**src/rtl/riscv_pkg.sv**
```systemverilog
// Shared constants for the RV32I execute/write-back stage: opcodes, funct codes,
// the ALU operation set and the stage FSM encoding.
package riscv_pkg;

    localparam logic [6:0] OP_R = 7'b0110011;
    localparam logic [6:0] OP_I = 7'b0010011;

    localparam logic [2:0] F3_ADD  = 3'b000;
    localparam logic [2:0] F3_SLL  = 3'b001;
    localparam logic [2:0] F3_SLT  = 3'b010;
    localparam logic [2:0] F3_SLTU = 3'b011;
    localparam logic [2:0] F3_XOR  = 3'b100;
    localparam logic [2:0] F3_SR   = 3'b101;
    localparam logic [2:0] F3_OR   = 3'b110;
    localparam logic [2:0] F3_AND  = 3'b111;

    localparam logic [6:0] F7_BASE   = 7'b0000000;
    localparam logic [6:0] F7_ALT    = 7'b0100000;
    localparam logic [6:0] F7_MULDIV = 7'b0000001;

    typedef enum logic [3:0] {
        ALU_ADD, ALU_SUB, ALU_SLL, ALU_SLT, ALU_SLTU,
        ALU_XOR, ALU_SRL, ALU_SRA, ALU_OR, ALU_AND
    } alu_op_t;

    typedef enum logic {
        ST_IDLE,
        ST_MUL_BUSY
    } state_t;

    // alt selects SUB over ADD and SRA over SRL; ignored for the other fn3 codes.
    function automatic alu_op_t fn3_to_op(input logic [2:0] f3, input logic alt);
        case (f3)
            F3_ADD:  return alt ? ALU_SUB : ALU_ADD;
            F3_SLL:  return ALU_SLL;
            F3_SLT:  return ALU_SLT;
            F3_SLTU: return ALU_SLTU;
            F3_XOR:  return ALU_XOR;
            F3_SR:   return alt ? ALU_SRA : ALU_SRL;
            F3_OR:   return ALU_OR;
            default: return ALU_AND;
        endcase
    endfunction

endpackage

```
**src/rtl/riscv_alu.sv**
```systemverilog
// Combinational RV32I integer ALU; shifts use the low five bits of b.
module riscv_alu
    import riscv_pkg::*;
#(
    parameter int XLEN = 32
) (
    input  logic [XLEN-1:0] a,
    input  logic [XLEN-1:0] b,
    input  alu_op_t         alu_op,
    output logic [XLEN-1:0] result
);

    logic [4:0] shamt;
    assign shamt = b[4:0];

    always_comb begin
        // NOTE: a default assignment up front keeps every path driven, so no latch is inferred.
        result = '0;
        case (alu_op)
            ALU_ADD:  result = a + b;
            ALU_SUB:  result = a - b;
            ALU_SLL:  result = a << shamt;
            ALU_SLT:  result = {{(XLEN-1){1'b0}}, $signed(a) < $signed(b)};
            ALU_SLTU: result = {{(XLEN-1){1'b0}}, a < b};
            ALU_XOR:  result = a ^ b;
            ALU_SRL:  result = a >> shamt;
            ALU_SRA:  result = $signed(a) >>> shamt;
            ALU_OR:   result = a | b;
            ALU_AND:  result = a & b;
            default:  result = '0;
        endcase
    end

endmodule

```
**src/rtl/riscv_execute_wb.sv**
```systemverilog
// RV32I execute/write-back stage: decode, operand select, registered write-back.
// Define RISCV_MUL_EN to add the iterative shift-add MUL (stalls via in_ready).
module riscv_execute_wb
    import riscv_pkg::*;
#(
    parameter int XLEN       = 32,
    parameter int REG_ADDR_W = 5
) (
    input  logic                  clk,
    input  logic                  reset,
    input  logic                  in_valid,
    output logic                  in_ready,
    input  logic [31:0]           instruction,
    input  logic [2:0]            fn3,
    input  logic [6:0]            fn7,
    input  logic [REG_ADDR_W-1:0] rd,
    input  logic [XLEN-1:0]       rout1,
    input  logic [XLEN-1:0]       rout2,
    output logic [XLEN-1:0]       write_data,
    output logic                  reg_write,
    output logic [REG_ADDR_W-1:0] wb_rd,
    output logic                  illegal
);

    logic [6:0]      opcode;
    logic [XLEN-1:0] imm;
    logic [XLEN-1:0] op_b;
    logic [XLEN-1:0] alu_result;
    alu_op_t         alu_op;
    logic            op_legal;
    logic            is_mul;
    logic            accept;
    logic            unused_fields;

    assign opcode        = instruction[6:0];
    assign imm           = {{(XLEN-12){instruction[31]}}, instruction[31:20]};
    assign accept        = in_valid & in_ready;
    assign unused_fields = ^instruction[19:7];

    always_comb begin
        op_legal = 1'b0;
        is_mul   = 1'b0;
        alu_op   = ALU_ADD;
        op_b     = rout2;
        case (opcode)
            OP_R: begin
                if (fn7 == F7_BASE) begin
                    op_legal = 1'b1;
                    alu_op   = fn3_to_op(fn3, 1'b0);
                end else if (fn7 == F7_ALT && (fn3 == F3_ADD || fn3 == F3_SR)) begin
                    op_legal = 1'b1;
                    alu_op   = fn3_to_op(fn3, 1'b1);
                end
`ifdef RISCV_MUL_EN
                else if (fn7 == F7_MULDIV && fn3 == F3_ADD) begin
                    is_mul = 1'b1;
                end
`endif
            end
            OP_I: begin
                // Immediate ops have no SUBI; only the right shift honours bit 30.
                op_legal = 1'b1;
                op_b     = imm;
                alu_op   = fn3_to_op(fn3, (fn3 == F3_SR) && instruction[30]);
            end
            default: ;
        endcase
    end

    riscv_alu #(.XLEN(XLEN)) u_alu (
        .a      (rout1),
        .b      (op_b),
        .alu_op (alu_op),
        .result (alu_result)
    );

    logic                  mul_done;
    logic [XLEN-1:0]       mul_result;
    logic [REG_ADDR_W-1:0] mul_rd;

`ifdef RISCV_MUL_EN
    state_t          state;
    logic [4:0]      mul_cnt;
    logic [XLEN-1:0] mcand;
    logic [XLEN-1:0] mplier;
    logic [XLEN-1:0] acc;
    logic [XLEN-1:0] acc_step;

    assign acc_step   = acc + (mplier[0] ? mcand : '0);
    assign in_ready   = (state == ST_IDLE);
    assign mul_done   = (state == ST_MUL_BUSY) && (mul_cnt == 5'd31);
    assign mul_result = acc_step;

    always_ff @(posedge clk) begin
        if (reset) begin
            state <= ST_IDLE;
        end else begin
            case (state)
                ST_IDLE:     if (accept && is_mul) state <= ST_MUL_BUSY;
                ST_MUL_BUSY: if (mul_cnt == 5'd31) state <= ST_IDLE;
                default:     state <= ST_IDLE;
            endcase
        end
    end

    // NOTE: the multiplier datapath is deliberately not reset; it is only observed while
    // the FSM is busy, and reset returning the FSM to IDLE is enough to discard it.
    always_ff @(posedge clk) begin
        if (accept && is_mul) begin
            mcand   <= rout1;
            mplier  <= rout2;
            acc     <= '0;
            mul_cnt <= '0;
            mul_rd  <= rd;
        end else if (state == ST_MUL_BUSY) begin
            acc     <= acc_step;
            mcand   <= mcand << 1;
            mplier  <= mplier >> 1;
            mul_cnt <= mul_cnt + 5'd1;
        end
    end
`else
    assign in_ready   = 1'b1;
    assign mul_done   = 1'b0;
    assign mul_result = '0;
    assign mul_rd     = '0;
`endif

    // An ALU accept and a MUL completion never coincide: the stage is stalled while busy.
    always_ff @(posedge clk) begin
        if (reset) begin
            write_data <= '0;
            reg_write  <= 1'b0;
            wb_rd      <= '0;
            illegal    <= 1'b0;
        end else begin
            reg_write <= 1'b0;
            illegal   <= accept && !op_legal && !is_mul;
            if (accept && op_legal && rd != '0) begin
                reg_write  <= 1'b1;
                write_data <= alu_result;
                wb_rd      <= rd;
            end else if (mul_done && mul_rd != '0) begin
                reg_write  <= 1'b1;
                write_data <= mul_result;
                wb_rd      <= mul_rd;
            end
        end
    end

endmodule

```
**config.mk**
```make
export PLATFORM = sky130hd
export DESIGN_NAME = riscv_execute_wb
export DESIGN_NICKNAME = d
export VERILOG_FILES = /design/src/rtl/riscv_pkg.sv /design/src/rtl/riscv_alu.sv /design/src/rtl/riscv_execute_wb.sv
export SDC_FILE = /design/constraint.sdc
export NUM_CORES = 1
export LEC_CHECK = 0
export CORE_MARGIN = 10
export CORE_UTILIZATION = 42
export CTS_CLUSTER_DIAMETER = 50
export DETAILED_ROUTE_END_ITERATION = 8
export PLACE_DENSITY = 0.69
export SYNTH_ARGS = -nofsm -noshare
export SYNTH_HDL_FRONTEND = slang
export SYNTH_SLANG_ARGS = --single-unit
```
**constraint.sdc**
```tcl
create_clock -name clk -period 7.8 [get_ports clk]
set_input_delay 2.34 -clock clk [delete_from_list [all_inputs] [get_ports clk]]
set_output_delay 2.34 -clock clk [all_outputs]
set_load 0.02 [all_outputs]
```
# Word-level counts from Yosys, hierarchy flattened

Index checks and enable logic that the tools add are counted.

Bits in registers: 39
Bits in latches: 0
Bits in writable memories: 0
Bits in read-only memories: 0
Bits of input ports: 114
Output and inout port bits: 40
Logic and storage cells: 57
Memories: 0

$add $sub $neg: 2
Multiply operators: 0
Div/mod/pow operators: 0
Magnitude comparators: 2
Equal/unequal tests: 18
Shift operators: 3
Multiplexer cells: 14
Bitwise logic cells: 3
Reduce and logical (&&, ||, !) cells: 11

Operator list:

| kind                 | number |
|---|---|
| $pmux W32 S10        | 1 |
| $pmux W4 S7          | 3 |
| $lt A32 B32 Y1       | 2 |
| $add A32 B32 Y32     | 1 |
| $and A32 B32 Y32     | 1 |
| $mux W32             | 1 |
| $or A32 B32 Y32      | 1 |
| $shl A32 B5 Y32      | 1 |
| $shr A32 B5 Y32      | 1 |
| $sshr A32 B5 Y32     | 1 |
| $sub A32 B32 Y32     | 1 |
| $xor A32 B32 Y32     | 1 |
| $eq A4 B3 Y1 const B | 4 |
| $eq A7 B6 Y1 const B | 2 |
| $eq A3 B3 Y1 const B | 3 |
| $eq A4 B2 Y1 const B | 2 |
| $eq A4 B4 Y1 const B | 2 |
| $mux W4              | 2 |
| $pmux W4 S2          | 1 |
| $eq A7 B5 Y1 const B | 1 |
| $logic_not A7 Y1     | 1 |
| $eq A3 B2 Y1 const B | 2 |
| $logic_and A1 B1 Y1  | 5 |
| $mux W1              | 5 |
| 8 further kinds      | 8 |

# Longest topological paths before layout

Gate-level depths: netlist of the first run.

Word-level depth: 9
Gate-level depth with buffers: 20
Depth with buffers taken out: 15

# Cells and area by module

From an unflattened synthesis of the first run, not the netlist that was laid out.

Cell total of the unflattened synthesis: 1,527
Area, all modules: 10,353.7 um^2

By module, submodules not included:

| module           | instances | cells each | area an instance (um^2) | sequential area each (um^2) |
|---|---|---|---|---|
| riscv_alu        | 1         | 1,287      | 8,064.0                 | 0.0 |
| riscv_execute_wb | 1         | 240        | 2,289.7                 | 780.7 |

# Least setup slack after synthesis of the first run

OpenSTA, ideal clock, no wires.

Path kind: in2reg
From: input instruction[3]
To: register write_data[26]
Setup time: 0.127 ns
Arrival: 6.432 ns
Data required time: 7.673 ns
Setup slack: 1.241 ns
Cell stages on the path: 20
Buffers on the path: 5
Cells stage by stage: nor4b_4 > buf_4 > nand3_1 > and2_1 > buf_4 > inv_1 > clkbuf_1 > buf_1 > clkbuf_1 > ha_1 > nor2b_1 > o32a_1 > mux2i_1 > a31oi_1 > o31ai_4 > o2111a_1 > o21ai_0 > o211a_1 > o2111a_1 > or3b_1

Word-level cells in the longest chain between the ends: 4
Elaborated cells between the ends (all ways): 26
Those cells by class: 2 x add/sub; 11 x eq/ne; 3 x shift; 4 x mux; 3 x bitwise; 3 x reduce/logical

Ends and longest elaborated chain:

| what                                                        | RTL line                                 | text |
|---|---|---|
| start: declaration                                          | riscv_execute_wb.sv:13                   | `input logic [31:0] instruction,` |
| $eq A7 B5 Y1 / $eq A7 B6 Y1 (equally long branches)         | riscv_execute_wb.sv:45                   | `case (opcode)` |
| $mux W32 (tied with other cells)                            | riscv_execute_wb.sv:45                   |  |
| $sub A32 B32 Y32 (tied with other cells)                    | riscv_alu.sv:21                          | `ALU_SUB: result = a - b;` |
| $pmux W32 S10 / $logic_and A1 B1 Y1 (equally long branches) | riscv_alu.sv:19, riscv_execute_wb.sv:139 |  |
| end signal: assignment                                      | riscv_execute_wb.sv:141                  | `write_data <= alu_result;` |
| end signal: assignment                                      | riscv_execute_wb.sv:145                  | `write_data <= mul_result;` |
| end: declaration                                            | riscv_execute_wb.sv:19                   | `output logic [XLEN-1:0] write_data,` |

Parallel ways exist; a longest one is shown, timed or not.
A chain may end at the register's enable or synchronous reset.

# Worst setup path in the final report of the first run

From: input instruction[5]
To: register write_data[25]

The elaborated chain is that of the path after synthesis.

==> results.json, run 1 <==
{
  "worst_pin_slew_ns": 1.17,
  "finalCritPeriodShare_pct": 92.7,
  "worstPathRequired_ns": 7.95,
  "ys.flop_type": "dfxtp_1",
  "fmax_ghz": 0.138,
  "setup.worst_path.start_class": "input port",
  "wirelength_microns": 61600,
  "dieArea_sq_mm": 0.0334,
  "drv_cap": 0,
  "power.leakage_nw": 5.24,
  "cts_root_buf": "clkbuf_16",
  "hold_buffers": 0,
  "syn_avg_cell_area_sq_um": 6.63,
  "place_ws_ns": 0.401,
  "cp-end-kind": "flip-flop",
  "cts-htree-levels": 2,
  "cts_tree": "built",
  "die_w_microns": 183,
  "hold_ws_ns": 0.457,
  "synth.area.top_cells": "ha_1 (10%), a21oi_1 (7.6%), dfxtp_1 (7.0%)",
  "grt_max_degree": 60,
  "maxSlewViolCount": 0,
  "grt_overflow": 0,
  "ys_types": 95,
  "synth-seq-cells": 39,
  "layout_commonest_cell": "a21oi_1",
  "yosysTopAreaCell": "ha_1",
  "fin_tns_setup_ns": 0,
  "fin_skew_ns": 0,
  "grt_pass1_wl_microns": 90100,
  "path_max_fanout": 16,
  "finalSetupViolCount": 0,
  "maxSlewHeadroom_pct": 21.2,
  "grt_antenna_before_repair": 2,
  "worstPathArrival_ns": 7.38,
  "cts_inserted_buffers": 5,
  "fin_util_pct": 49.9,
  "vdd_ir_drop_max_uv": 79.1,
  "hold_viol": 0,
  "status": "finished, final reports clean",
  "synthesis.nets": 1884,
  "start_util_pct": 42.7,
  "antennaDiodeCount": 0,
  "gp_congestion": 1.10,
  "ioPinCount": 154,
  "wl_per_cell_microns": 29.4,
  "post_cts_buffers": 0,
  "hold_path_class": "reg -> reg",
  "syn_inst": 1677,
  "clkTransAtPathRegs_ns": 0.06,
  "die_y_microns": 183,
  "dp_hpwl_microns": 49000,
  "drc": 0,
  "setup_ws_ns": 0.568,
  "synth_edf_count": 0,
  "clock_path_buffers": 2,
  "first_iter_violations": 2387,
  "p_total_mw": 1.19,
  "insertion_delay_ns": 0.29,
  "clock_sinks": 39,
  "dr_total_vias": 14557,
  "rsz0062_at_grt": "false",
  "first_global_vias": 13700,
  "core_area_sq_mm": 0.0261,
  "async_reset_ff_share_pct": 0,
  "syn-cell-area_sq_mm": 0.0111,
  "ys_seq_area_share_pct": 7.02,
  "routed_via_density": 6.96,
  "port-buffer-count": 139,
  "ff2ff_setup_slack_ns": 6.59,
  "rows": 59,
  "final_nets": 1962,
  "grt.total_usage_pct": 35.0,
  "min_period_ns": 7.23,
  "synth.top_cell.area_share_pct": 10.3,
  "syn_to_final_growth_pct": 17.0,
  "first_pass_iters": 6,
  "ant_nets": 0,
  "powerDensity_mw_per_mm2": 91.3,
  "drive_above_1_share_pct": 7.40,
  "final_cell_mix": "a21oi_1 (169), nor2_1 (152), o21ai_0 (144), clkdlybuf4s50_1 (139), nand2_1 (136)",
  "critical_path_class": "in -> reg",
  "yosys_warnings": 0,
  "cts_resized": 0
}
critical path, stage by stage:
cell and delay (ns):
clkdlybuf4s50_1 0.51, and3b_1 0.46, buf_4 0.25, and3_1 0.74
nor2_8 0.06, inv_2 0.29, ha_1 0.34, a21oi_1 0.31
o21ai_0 0.27, a21o_1 0.29, a211oi_1 0.49, nor2_1 0.09
nor3_1 0.15, nor3_1 0.06, o41ai_1 0.57, nand3_1 0.13
worst paths after layout:
kind                                                  start                     endpoint  cells after the start
worst max-delay path                         instruction[5]  write_data[25]$_SDFFE_PP0P_                     16
worst min-delay path                  wb_rd[0]$_SDFFE_PP0P_        wb_rd[0]$_SDFFE_PP0P_                      2
worst max register to register  write_data[26]$_SDFFE_PP0P_  write_data[26]$_SDFFE_PP0P_                      4
worst min register to register        wb_rd[0]$_SDFFE_PP0P_        wb_rd[0]$_SDFFE_PP0P_                      2
report_power, final:
group | total (mW) | switching, mW | internal, mW
sequential | 0.201 | 0.000741 | 0.200
clock | 0.212 | 0.0930 | 0.119
combinational | 0.775 | 0.500 | 0.275
per-stage QoR:
step / cell area [sq um] / std cells
floorplan: 11100 / 1677
global placement: 12900 / 2083
detailed placement: 12900 / 2083
CTS: 13000 / 2091
global route: 13000 / 2091
finish: 13000 / 2091
cell usage after synthesis (6+ instances only):
master	count
a2111oi_0	12
a211oi_1	38
a21boi_0	15
a21o_1	37
a21oi_1	169
a221o_1	8
a221oi_1	11
a311oi_1	13
a31oi_1	16
a41oi_1	6
and2_1	13
and3_1	17
buf_1	18
buf_2	27
clkbuf_1	81
dfxtp_1	39
ha_1	92
inv_1	100
mux2_2	19
mux2i_1	62
mux4_2	9
nand2_1	136
nand2b_1	6
nand3_1	78
nand4_1	11
nor2_1	152
nor2b_1	9
nor3_1	51
nor3b_1	6
nor4_1	9
o2111ai_1	12
o211ai_1	40
o21a_1	9
o21ai_0	144
o21bai_1	19
o22ai_1	6
o311ai_0	10
o31a_1	7
o31ai_1	17
o41ai_1	7
or3_1	12
or4_1	7
xnor2_1	19
metal layers:
metal  global-route usage, %  routed length, microns  vias up  part of all wire [%]
met5                       0                      12        -                 0.019
met4                    20.3                    4030        2                   6.5
met3                    6.46                    6720      202                    11
met2                    54.7                   26900     1105                    44
met1                    44.2                   23900     6787                    39
li1                        -                       -     6461                     -
kinds of logic after synthesis:
family,share of synthesized area (%)
buffers and inverters,8.46
xor gates and xnor gates,1.81
and+or+nand+nor,22.2
DFF,7.02
muxes,9.32
adders and majority gates,10.5
other,0.0337
AOI/OAI and AO/OA,40.6
registers in the layout, summed over array words and instances (netlist names):
name and flops:
illegal 1, wb_rd 5, reg_write 1, write_data 32
cell type report:
| class | count | area (sq um) |
|---|---|---|
| Inverter | 104 | 395 |
| Clock inverter | 1 | 5.00 |
| Fill cell | 2722 | 13000 |
| Sequential cell | 39 | 781 |
| Timing Repair Buffer | 202 | 1860 |
| Clock buffer | 7 | 133 |
| Tap cell | 335 | 419 |
| Multi-Input combinational cell | 1403 | 9420 |
No activity file was read; power rests on OpenSTA's default activity.
==> run 2: changes to the inputs <==
--- a/config.mk
+++ b/config.mk
@@ -10,6 +10,8 @@
 export CTS_CLUSTER_DIAMETER = 50
 export DETAILED_ROUTE_END_ITERATION = 8
 export PLACE_DENSITY = 0.69
+export REMOVE_ABC_BUFFERS = 1
+export SLEW_MARGIN = 15
 export SYNTH_ARGS = -nofsm -noshare
 export SYNTH_HDL_FRONTEND = slang
 export SYNTH_SLANG_ARGS = --single-unit
==> run 2 against run 1 <==
  * Register-to-register slack better by 0.02 ns
  * Sequential power barely moved
  * Final area rose by 0.65%
  * Critical endpoint is now write_data[31]$_SDFFE_PP0P_
  * Largest cell class unchanged
==> results.json, run 2 (synthesis gave the netlist of run 1 again) <==
{
  "status": "finished, final reports clean",
  "clock_sinks": 39,
  "internal_power_mw": 0.595,
  "ioPinCount": 154,
  "crit_family": "compound AO/OA/AOI/OAI gates",
  "clkTransAtPathRegs_ns": 0.08,
  "path_common_cell": "o21ai_0",
  "crit_buf_inv": 2,
  "worstPathRequired_ns": 8.04,
  "min_period_ns": 7.23,
  "drc": 0,
  "p_seq_share_pct": 16.4,
  "first_global_vias": 13903,
  "pwr-share-comb_pct": 63.9,
  "wl_per_cell_microns": 30.6,
  "finalCritPeriodShare_pct": 92.7,
  "fin_skew_ns": 0,
  "swShare_pct": 51.4,
  "cp-end-kind": "flip-flop",
  "ant_nets": 0,
  "insertion_delay_ns": 0.32,
  "power.leakage_nw": 5.29,
  "dr_total_vias": 14796,
  "vdd_ir_drop_max_uv": 72.0,
  "gp_congestion": 1.08,
  "antennaDiodeCount": 0,
  "final_cell_mix": "a21oi_1 (169), nor2_1 (152), o21ai_0 (144), clkdlybuf4s50_1 (138), nand2_1 (136)",
  "rows": 59,
  "post_cts_buffers": 0,
  "hold_buffers": 0,
  "grt_overflow": 0,
  "p_total_mw": 1.22,
  "critPathMaxStageDelay_ns": 0.60,
  "dpl-instance-area_sq_mm": 0.0130,
  "cpMaxStageDelayCell": "clkdlybuf4s50_1",
  "powerDensity_mw_per_mm2": 93.4,
  "first_pass_iters": 7,
  "dp_hpwl_microns": 49900,
  "fillCellCount": 2731,
  "reg.largest.list": "write_data x32, wb_rd x5",
  "hold-path-cell-count": 2,
  "pwr-share-clk_pct": 19.7,
  "worstPathArrival_ns": 7.47,
  "first_iter_violations": 2207,
  "cts_tree": "built",
  "maxSlewViolCount": 0,
  "rsz0062_at_grt": "false",
  "cts_inserted_buffers": 5,
  "fmax_ghz": 0.138,
  "hold_viol": 0,
  "die_y_microns": 183,
  "hold_path_class": "reg -> reg",
  "largest_register_ffs": 32,
  "worst_pin_slew_ns": 1.14,
  "start_util_pct": 42.7,
  "power.switching_mw": 0.629,
  "critical_path_class": "in -> reg",
  "final_nets": 1971,
  "die_w_microns": 183,
  "grt_pass1_wl_microns": 93300,
  "ff2ff_path_depth": 5,
  "syn_to_final_growth_pct": 17.7,
  "core_area_sq_mm": 0.0261,
  "dieArea_sq_mm": 0.0334,
  "port-buffer-count": 139,
  "routed_via_density": 7.05,
  "grt.total_usage_pct": 36.6,
  "finalInstanceArea_sq_mm": 0.0131,
  "path_cells": "clkdlybuf4s50_1 > and3b_1 > nand2_1 > mux2_2 > inv_1 > ha_1 > a21oi_1 > o2111a_1 > o21ai_0 > a21oi_1 > o21bai_1 > a31oi_1 > o21ai_0 > xnor2_1 > o221a_2 > o21ai_0",
  "layout_commonest_cell": "a21oi_1",
  "path_max_fanout": 8,
  "cts_root_buf": "clkbuf_16",
  "finalSetupViolCount": 0,
  "regMostFlops": "write_data",
  "cts-htree-levels": 2,
  "path_depth": 16,
  "clock_path_buffers": 2,
  "drive_above_1_share_pct": 8.05,
  "wirelength_microns": 64300,
  "grt_max_degree": 60,
  "setup.worst_path.start_class": "input port",
  "ff2ff_setup_slack_ns": 6.61,
  "grt_antenna_before_repair": 1,
  "maxSlewHeadroom_pct": 23.5,
  "cts_resized": 0,
  "drv_cap": 0
}
## run 2: cell types whose count changed in the layout (fill, tap and decap cells not counted), sizes merged
| cell | previous run | this run |
|---|---|---|
| clkbuf | 7 | 5 |
| clkdlybuf4s50 | 139 | 138 |
| clkinv | 4 | 6 |
| buf | 63 | 73 |
## run 2: cell type report
type	instances	area, sq um	area share, %
inverters	104	395	3.02
well taps	335	419	3.20
multi-input cells	1403	9420	71.9
clock buffers	5	125	0.955
clock inverters	3	15.0	0.115
flip-flops and latches	39	781	5.96
repair buffers	211	1940	14.8
## run 2: routing by layer
metal	track usage (%)	up-vias	wire length [microns]
met4	19.5	2	3810
met2	52.7	1164	26100
li1	-	6453	-
met5	0	-	11
met3	11.9	212	9010
met1	47.6	6965	25400
## run 2: worst min-delay path, cell delays in order, from the launching register on
cell,delay [ns]
dfxtp_1,0.32
nand2_1,0.05
a21oi_1,0.05
## run 2: per-stage QoR
step	TNS, ns	worst slack [ns]	hold slack, ns	utilization, %	instances
after CTS	0	0.818	0.466	50.3	2100
after floorplan	-3.70	-0.449	0.528	-	1546
after detailed placement	0	0.518	0.455	49.7	2092
after global placement	0	0.581	0.442	49.7	2092
final	0	0.573	0.463	50.3	2100
after global routing	0	0.413	0.493	50.3	2100
## run 2: path summary, 6_finish.rpt
check,startpoint,to
max,instruction[5],write_data[31]$_SDFFE_PP0P_
min,wb_rd[0]$_SDFFE_PP0P_,wb_rd[0]$_SDFFE_PP0P_
max reg2reg,write_data[25]$_SDFFE_PP0P_,write_data[25]$_SDFFE_PP0P_
min reg2reg,wb_rd[0]$_SDFFE_PP0P_,wb_rd[0]$_SDFFE_PP0P_
## run 2: power by group through the flow
stage	registers [mW]	clock network (mW)	logic, mW
final	0.201	0.241	0.782
after global routing	0.201	0.246	0.824
after CTS	0.201	0.246	0.747
after detailed placement	0.205	0	0.743
after global placement	0.205	0	0.740
after floorplan	0.207	0	0.438
